--- src/rtl/mem_lsu_if.sv ---
// Word-wide data memory bus between the load/store unit (master) and the data memory (slave).
// mem_pc carries the PC of the current access so a bus monitor can log writes.
interface mem_lsu_if;
    logic        mem_req;
    logic        mem_we;
    logic [31:0] mem_addr;
    logic [31:0] mem_wdata;
    logic [31:0] mem_pc;
    logic [31:0] mem_rdata;
    logic        mem_ack;

    modport master (
        output mem_req,
        output mem_we,
        output mem_addr,
        output mem_wdata,
        output mem_pc,
        input  mem_rdata,
        input  mem_ack
    );

    modport slave (
        input  mem_req,
        input  mem_we,
        input  mem_addr,
        input  mem_wdata,
        input  mem_pc,
        output mem_rdata,
        output mem_ack
    );
endinterface

--- src/rtl/mem_lsu.sv ---
// Load/store unit: one CPU access at a time over a req/ack word bus, with read-modify-write
// for sub-word stores, lane extraction/extension for sub-word loads, and a bus timeout.
module mem_lsu #(
    parameter int TIMEOUT = 255
) (
    input  logic        clk,
    input  logic        reset,
    input  logic        req,
    input  logic [2:0]  op,
    input  logic [31:0] addr,
    input  logic [31:0] wdata,
    input  logic [31:0] pc,
    output logic        busy,
    output logic        done,
    output logic [31:0] rdata,
    output logic        err,
    mem_lsu_if.master   bus
);

    typedef enum logic [1:0] {IDLE, RD, WR, RESP} state_t;

    localparam logic [2:0] OP_LW  = 3'd0;
    localparam logic [2:0] OP_LH  = 3'd1;
    localparam logic [2:0] OP_LHU = 3'd2;
    localparam logic [2:0] OP_LB  = 3'd3;
    localparam logic [2:0] OP_LBU = 3'd4;
    localparam logic [2:0] OP_SW  = 3'd5;
    localparam logic [2:0] OP_SH  = 3'd6;
    localparam logic [2:0] OP_SB  = 3'd7;

    localparam logic [16:0] TMO_LIMIT = 17'(TIMEOUT);

    state_t      state_reg, state_next;
    logic [2:0]  op_reg;
    logic [1:0]  lane_reg;
    logic [15:0] wlow_reg;
    logic [31:0] pc_reg;
    logic [31:0] mem_addr_reg;
    logic [31:0] mem_wdata_reg;
    logic [31:0] rdata_reg;
    logic        err_reg;
    logic [15:0] cnt_reg;

    logic        misaligned;
    logic        is_load;
    logic [16:0] cnt_inc;
    logic        tmo_hit;
    logic [7:0]  rd_byte [4];
    logic [3:0]  lane_hit;
    logic [31:0] merged_word;
    logic [7:0]  byte_val;
    logic [15:0] half_val;
    logic [31:0] load_val;

    always_comb begin
        misaligned = 1'b0;
        case (op)
            OP_LW, OP_SW:         misaligned = (addr[1:0] != 2'b00);
            OP_LH, OP_LHU, OP_SH: misaligned = addr[0];
            default:              misaligned = 1'b0;
        endcase
    end

    assign is_load = (op_reg <= OP_LBU);
    assign cnt_inc = {1'b0, cnt_reg} + 17'd1;
    assign tmo_hit = (cnt_inc == TMO_LIMIT);

    // Per-lane view of the read word; sub-word stores overwrite only the selected lanes.
    generate
        for (genvar gi = 0; gi < 4; gi++) begin : g_lane
            assign rd_byte[gi]  = bus.mem_rdata[8*gi +: 8];
            assign lane_hit[gi] = (op_reg == OP_SB) ? (lane_reg == 2'(gi))
                                                    : (lane_reg[1] == 1'(gi / 2));
            assign merged_word[8*gi +: 8] =
                !lane_hit[gi]       ? rd_byte[gi] :
                (op_reg == OP_SB)   ? wlow_reg[7:0] :
                                      wlow_reg[8*(gi % 2) +: 8];
        end
    endgenerate

    assign byte_val = rd_byte[lane_reg];
    assign half_val = lane_reg[1] ? bus.mem_rdata[31:16] : bus.mem_rdata[15:0];

    always_comb begin
        load_val = bus.mem_rdata;
        case (op_reg)
            OP_LH:   load_val = {{16{half_val[15]}}, half_val};
            OP_LHU:  load_val = {16'h0000, half_val};
            OP_LB:   load_val = {{24{byte_val[7]}}, byte_val};
            OP_LBU:  load_val = {24'h000000, byte_val};
            default: load_val = bus.mem_rdata;
        endcase
    end

    always_ff @(posedge clk) begin
        if (!reset) state_reg <= IDLE;
        else        state_reg <= state_next;
    end

    always_comb begin
        state_next = state_reg;
        case (state_reg)
            IDLE: begin
                if (req) begin
                    if (misaligned)       state_next = RESP;
                    else if (op == OP_SW) state_next = WR;
                    else                  state_next = RD;
                end
            end
            RD: begin
                if (bus.mem_ack)  state_next = is_load ? RESP : WR;
                else if (tmo_hit) state_next = RESP;
            end
            WR: begin
                if (bus.mem_ack || tmo_hit) state_next = RESP;
            end
            RESP:    state_next = IDLE;
            default: state_next = IDLE;
        endcase
    end

    always_comb begin
        busy          = (state_reg != IDLE);
        done          = (state_reg == RESP);
        bus.mem_req   = (state_reg == RD) || (state_reg == WR);
        bus.mem_we    = (state_reg == WR);
        bus.mem_addr  = mem_addr_reg;
        bus.mem_wdata = mem_wdata_reg;
        bus.mem_pc    = pc_reg;
        rdata         = rdata_reg;
        err           = err_reg;
    end

    // Datapath; ack is only honoured in RD/WR, i.e. while mem_req is high.
    always_ff @(posedge clk) begin
        if (!reset) begin
            op_reg        <= OP_LW;
            lane_reg      <= 2'b00;
            wlow_reg      <= 16'h0000;
            pc_reg        <= 32'h0;
            mem_addr_reg  <= 32'h0;
            mem_wdata_reg <= 32'h0;
            rdata_reg     <= 32'h0;
            err_reg       <= 1'b0;
            cnt_reg       <= 16'h0;
        end else begin
            case (state_reg)
                IDLE: begin
                    if (req) begin
                        op_reg        <= op;
                        lane_reg      <= addr[1:0];
                        wlow_reg      <= wdata[15:0];
                        pc_reg        <= pc;
                        mem_addr_reg  <= {addr[31:2], 2'b00};
                        mem_wdata_reg <= wdata;
                        cnt_reg       <= 16'h0;
                        if (misaligned) err_reg <= 1'b1;
                    end
                end
                RD: begin
                    if (bus.mem_ack) begin
                        cnt_reg <= 16'h0;
                        if (is_load) begin
                            rdata_reg <= load_val;
                            err_reg   <= 1'b0;
                        end else begin
                            mem_wdata_reg <= merged_word;
                        end
                    end else if (tmo_hit) begin
                        err_reg   <= 1'b1;
                        rdata_reg <= 32'h0;
                    end else begin
                        cnt_reg <= cnt_inc[15:0];
                    end
                end
                WR: begin
                    if (bus.mem_ack) begin
                        err_reg <= 1'b0;
                    end else if (tmo_hit) begin
                        err_reg   <= 1'b1;
                        rdata_reg <= 32'h0;
                    end else begin
                        cnt_reg <= cnt_inc[15:0];
                    end
                end
                default: ;
            endcase
        end
    end

endmodule

--- src/flat_wrapper.sv ---
// flat-port wrapper written by rule: the top's interface ports become plain ports
module mem_lsu_flat 
#(
    parameter int TIMEOUT = 255
)
  (clk, reset, req, op, addr, wdata, pc, busy, done, rdata, err, bus_mem_req, bus_mem_we, bus_mem_addr, bus_mem_wdata, bus_mem_pc, bus_mem_rdata, bus_mem_ack);
  mem_lsu_if bus_i ();
  input  logic clk;
  input  logic reset;
  input  logic req;
  input  logic [2:0] op;
  input  logic [31:0] addr;
  input  logic [31:0] wdata;
  input  logic [31:0] pc;
  output logic busy;
  output logic done;
  output logic [31:0] rdata;
  output logic err;
  output wire logic [$bits(bus_i.mem_req)-1:0] bus_mem_req;
  output wire logic [$bits(bus_i.mem_we)-1:0] bus_mem_we;
  output wire logic [$bits(bus_i.mem_addr)-1:0] bus_mem_addr;
  output wire logic [$bits(bus_i.mem_wdata)-1:0] bus_mem_wdata;
  output wire logic [$bits(bus_i.mem_pc)-1:0] bus_mem_pc;
  input wire logic [$bits(bus_i.mem_rdata)-1:0] bus_mem_rdata;
  input wire logic [$bits(bus_i.mem_ack)-1:0] bus_mem_ack;
  assign bus_mem_req = bus_i.mem_req;
  assign bus_mem_we = bus_i.mem_we;
  assign bus_mem_addr = bus_i.mem_addr;
  assign bus_mem_wdata = bus_i.mem_wdata;
  assign bus_mem_pc = bus_i.mem_pc;
  assign bus_i.mem_rdata = bus_mem_rdata;
  assign bus_i.mem_ack = bus_mem_ack;
  mem_lsu #(.TIMEOUT(TIMEOUT)) u_core (.clk(clk), .reset(reset), .req(req), .op(op), .addr(addr), .wdata(wdata), .pc(pc), .busy(busy), .done(done), .rdata(rdata), .err(err), .bus(bus_i));
endmodule
--- config.mk ---
export PLATFORM = sky130hd
export DESIGN_NAME = mem_lsu_flat
export DESIGN_NICKNAME = d
export VERILOG_FILES = /design/src/rtl/mem_lsu_if.sv /design/src/rtl/mem_lsu.sv /design/src/flat_wrapper.sv
export SDC_FILE = /design/constraint.sdc
export NUM_CORES = 1
export LEC_CHECK = 0
export ABC_AREA = 1
export BUFFER_PORTS_ARGS = -buffer_cell sky130_fd_sc_hd__buf_2
export CAP_MARGIN = 20
export CORE_MARGIN = 2
export CORE_UTILIZATION = 51
export DETAILED_ROUTE_END_ITERATION = 7
export PLACE_DENSITY_LB_ADDON = 0.08
export SLEW_MARGIN = 5
export SYNTH_ARGS = -nofsm -noshare
export SYNTH_HDL_FRONTEND = slang
export SYNTH_SLANG_ARGS = --single-unit
--- constraint.sdc ---
create_clock -name clk -period 2.1 [get_ports clk]
set_input_delay 0.315 -clock clk [delete_from_list [all_inputs] [get_ports clk]]
set_output_delay 0.315 -clock clk [all_outputs]
set_load 0.1 [all_outputs]
After elaboration in Yosys (flattened, before gate mapping)
Cells that the tools add are included.
{ "classes": {"n_eq_ne": 24, "reduce_logical": 18, "add_sub_neg": 1, "bitwise": 2, "mux": 44, "order_cmp": 2} }
{ "op_table": {"columns": ["operator", "n"], "rows": [
  ["$mux 32", 7],
  ["$pmux 32 s2", 2],
  ["$pmux 32 s4", 1],
  ["$mux 16", 5],
  ["$mux 8", 7],
  ["$pmux 16 s3", 1],
  ["$add 16x1->17 const B", 1],
  ["$eq 17x8->1 const B", 1],
  ["$bmux 8 s2", 1],
  ["$eq 3x3->1 const B", 4],
  ["$mux 2", 6],
  ["$mux 1", 11],
  ["$eq 3x2->1 const B", 3],
  ["$reduce_and 3->1", 3],
  ["$eq 2x2->1 const B", 4],
  ["$ne 2x2->1 const B", 4],
  ["$pmux 2 s4", 1],
  ["$reduce_and 4->1", 2],
  ["$reduce_bool 2->1", 4],
  ["$eq 3x1->1 const B", 2],
  ["$ne 3x2->1 const B", 2],
  ["$eq 2x1->1 const B", 2],
  ["$logic_not 2->1", 2],
  ["$ne 2x1->1 const B", 2],
  ["12 further kinds", 13]
]} }
{ "totals": {"word_cells": 101, "out_inout_bits": 133, "input_bits": 135, "register_bits": 166} }

Depth between registers and ports, before layout
{ "logic_depth": {"ltp_word": 8, "mapped_depth": 15, "ltp_nobuf": 15} }

Worst setup path after synthesis
Ideal clock, no wire load.
{ "synth_timing": {"path_kind": "reg2reg", "from": "register u_core.state_reg[0]", "to": "register u_core.rdata_reg[10], in the netlist u_core.rdata[10]", "period_less_slack_ps": 2454, "setup_ps": 132, "stages_incl_launch_ff": 9, "slack_ps": -354, "required_time_ps": 1968, "arrival_time_ps": 2322, "n_path_buf": 1, "cell_sequence": "dfxtp_1 > inv_1 > ha_1 > nand2_1 > nor3_1 > inv_1 > buf_1 > nand3_1 > a21oi_1"} }
{ "synth_between": {"elab_chain_len": 3, "elab_cells_between_ends": 7, "cone_classes": "eq/ne: 4; mux: 1; reduce/logical: 2"} }
{ "synth_rtl": {"columns": ["element", "line", "source"], "rows": [
  ["start, declared", "mem_lsu.sv:33", "state_t state_reg, state_next;"],
  ["start signal, assigned", "mem_lsu.sv:97", "else state_reg <= state_next;"],
  ["$eq 2x1->1 or $eq 2x2->1 (tied branches)", "mem_lsu.sv:147", "case (state_reg)"],
  ["$ne 3x2->1 (no source line), or another cell as far along", null, null],
  ["$reduce_and 3->1 (no source line)", null, null],
  ["end signal, assigned", "mem_lsu.sv:164", "rdata_reg <= load_val;"],
  ["end, declared", "mem_lsu.sv:40", "logic [31:0] rdata_reg;"]
]} }
Parallel ways exist; a longest one is shown, timed or not.
A chain may end at the register's enable or synchronous reset.

Worst setup path in the final report
{ "layout_timing": {"from": "register u_core.state_reg[0]", "to": "output bus_mem_req"} }
{ "layout_between": {"elab_chain_len": 2, "elab_cells_between_ends": 3, "cone_classes": "eq/ne: 2; reduce/logical: 1"} }
{ "layout_rtl": {"columns": ["element", "line", "source"], "rows": [
  ["$eq 2x1->1 or $eq 2x2->1 (tied branches)", "mem_lsu.sv:125", "bus.mem_req = (state_reg == RD) || (state_reg == WR);"],
  ["$logic_or 1x1->1 *", "mem_lsu.sv:125", null],
  ["end, declared", "flat_wrapper.sv:19", "output wire logic [$bits(bus_i.mem_req)-1:0] bus_mem_req;"]
]} }
Every way passes the cells marked *; elsewhere a longest branch is shown, timed or not.

==> run metrics <==
run status=completed; fraction of post-synthesis cell area in the top cell type by area=41.87%; final design utilization=67.42%; Post-Route Hold Slack=126.9 ps; leakage dissipation=4.709 nW; endpoint required time on the critical path=1780 ps; fraction of registers with async set or reset after synthesis=0%; WP data arrival=1740 ps; final cycle utilization of the critical path=97.87%; net count reported at finish=1568; Sink Count=approximately 170; layout cells sized above 1=26.48%; Iteration-0 DRC Markers=754; number of maximum-capacitance constraint violations=0; CTS Root Cell=clkbuf_16; min-delay worst type=input pin to register; standard-cell row count=45; share of power burned in registers=23.8%; Final Max Slew Viols=0; full die area=16580 um2; worst slew margin relative to its limit=64.76%; placeable core area=15200 um2; TritonCTS Buffers=17; share of total power consumed by net switching=58.90%; switching power=0.01145 W; CTS tree=built; routed via count=slightly below 9000; Hold Fails Final Rpt=0; height of the die=about 130 um; sequential share of the synthesized area=around two fifths; footprint of the multi-input gates=approximately 4200 um2; Startpoint Class=register; Clock Path Buffers=2; top-count cell post-synth=nand2_1; final weighted congestion of routability-driven global placement=0.9351; final number of setup-violating endpoints=0; highest clock frequency the design can meet=0.4866 GHz; P_int=0.007991 W; FF+latch count, synth=166; area growth from synthesis to layout=29.15%; width of the chip=128.7 um; initial cell density of the core=52.21%; antenna violations before repair=1; Overflow after GRT=0; pin count of the biggest net entering global routing=91; worst skew pair latency=430 ps; post-synthesis area per instance=6.737 um2; fillers=1403; drt total wl=25230 um; clock network fraction of design power=around 15%; post-detailed-placement cell area=9592 um2; Routed wire per std cell=15.50 um; H-tree depth reported by CTS=4; global-route wire length before repair=between 30000 and 40000 um; top cells by area, synth=dfxtp_1 (42%), nand2_1 (12%), nor2_1 (9.4%), a21oi_1 (8.9%), o21ai_0 (8.2%); Yosys Warn Count=0; TritonRoute pass-1 iters=6; top-level port count=268; setup clock skew after layout=roughly 10 ps; post-synthesis cell type with the largest combined area=dfxtp_1; count of buffers inserted at the top-level ports=265; leading cell types by count after synthesis=nand2_1 (250), nor2_1 (199), dfxtp_1 (166); CP Capture Type=output pin; path type of the worst setup path=register to output pin; total power per unit cell area=1897 nW/um2; post-CTS clock slew at the launch and capture registers of the worst setup and hold paths=70 ps; vias per inst=5.412; Antenna Nets Post-Route=0; Total Routing Usage GR=approximately 30%; area taken by flip-flops and latches=~3300 um2; largest voltage drop on the vdd net=1.313 mV; cell area after layout=between 10000 and 15000 um2; Cells after DPL=approximately 1600; highest fanout seen on the critical path=4; HPWL after detailed placement=between 15000 and 20000 um; Final Critical Period=slightly above 2000 ps; EDFF count, synth=0; predominant post-synthesis flop cell=dfxtp_1; non-filler cells in the finished layout=1628; post-synthesis instance area=7936 um2; Cell variety after synth=35; Comb power frac=60.8%; slew at the pin closest to its max-slew limit=528.4 ps; drt drc=0; number of global-route vias before repair=7679; Post-Synthesis Cells=1178
==> logic make-up after synthesis <==
family                   after synthesis  share of synthesized area (%)
AND/OR/NAND/NOR                      553                          28.77
AO/OA/AOI/OAI                        315                          21.19
flip-flops                           166                          41.87
buffers and inverters                136                          7.015
adder cells (fa/ha/maj)                7                          1.104
other                                  1                        0.04725
==> metal layers <==
| layer | wire length [um] | track usage [%] |
|---|---|---|
| met5 | 0 | 0 |
| met1 | 10840 | 39.67 |
| met4 | 467 | 8.056 |
| met3 | 2144 | 7.110 |
| met2 | 11780 | 47.77 |
==> worst paths after layout <==
path                             from                       to  slack, ps  cells after the start
hold reg to reg      u_core.rdata[18]         u_core.rdata[18]        480                      2
hold / removal               addr[14]  u_core.bus.mem_addr[14]        130                      3
setup reg to reg  u_core.state_reg[0]          u_core.rdata[3]        160                      7
setup / recovery  u_core.state_reg[0]              bus_mem_req         40                      3
==> placed cells by master (no fill, tap or decap), types with 3 or more instances in the layout <==
cell	instances
nand3_2	3
nand2_2	9
nor2_2	6
dfxtp_2	4
o21ai_0	130
nor3_1	3
clkinvlp_4	5
nand4_1	13
nor2_1	195
a21oi_1	141
o21ai_1	4
buf_2	264
ha_1	3
inv_1	52
nand3_1	67
clkbuf_16	17
inv_6	3
buf_12	9
dfxtp_1	162
nand2_1	244
o211ai_1	30
inv_2	4
ha_4	3
buf_4	31
nor2_4	7
==> stage by stage <==
stage	total power [W]	TNS (ps)	worst slack, ps
after floorplan	0.01415	0	57.30
after global placement	0.01631	0	134.1
after detailed placement	0.01638	0	56.20
after CTS	0.01936	0	31.74
after global routing	0.02039	-37.17	-30.01
final	0.01944	0	44.81
==> repair_timing <==
item,CTS,global route
setup buffers,0,5
setup endpoints to repair,0,54
hold buffers,0,0
gates resized for setup,0,22
==> final cells by class <==
cell class | count | area share (%)
multi-input combinational | 877 | 40.61
sequential | 166 | 32.47
timing repair buffer | 305 | 16.99
clock buffer | 21 | 4.492
tap | 188 | 2.295
inverter | 59 | 2.234
clock inverter | 11 | 0.8789
antenna | 1 | 0.02441
==> power groups by stage <==
stage / clock, W / sequential (W) / combinational, W
after floorplan: 0 / 0.0105 / 0.00367
after global placement: 0 / 0.00465 / 0.0117
after detailed placement: 0 / 0.00467 / 0.0117
after CTS: 0.00301 / 0.00461 / 0.0117
after global routing: 0.00312 / 0.00473 / 0.0125
final: 0.00299 / 0.00463 / 0.0118
==> worst max-delay path, cell delays in order, from the launching register on <==
cell and delay (ps):
dfxtp_1 410, inv_1 160, ha_4 310, buf_2 430
(Power assumes the default switching activity.)
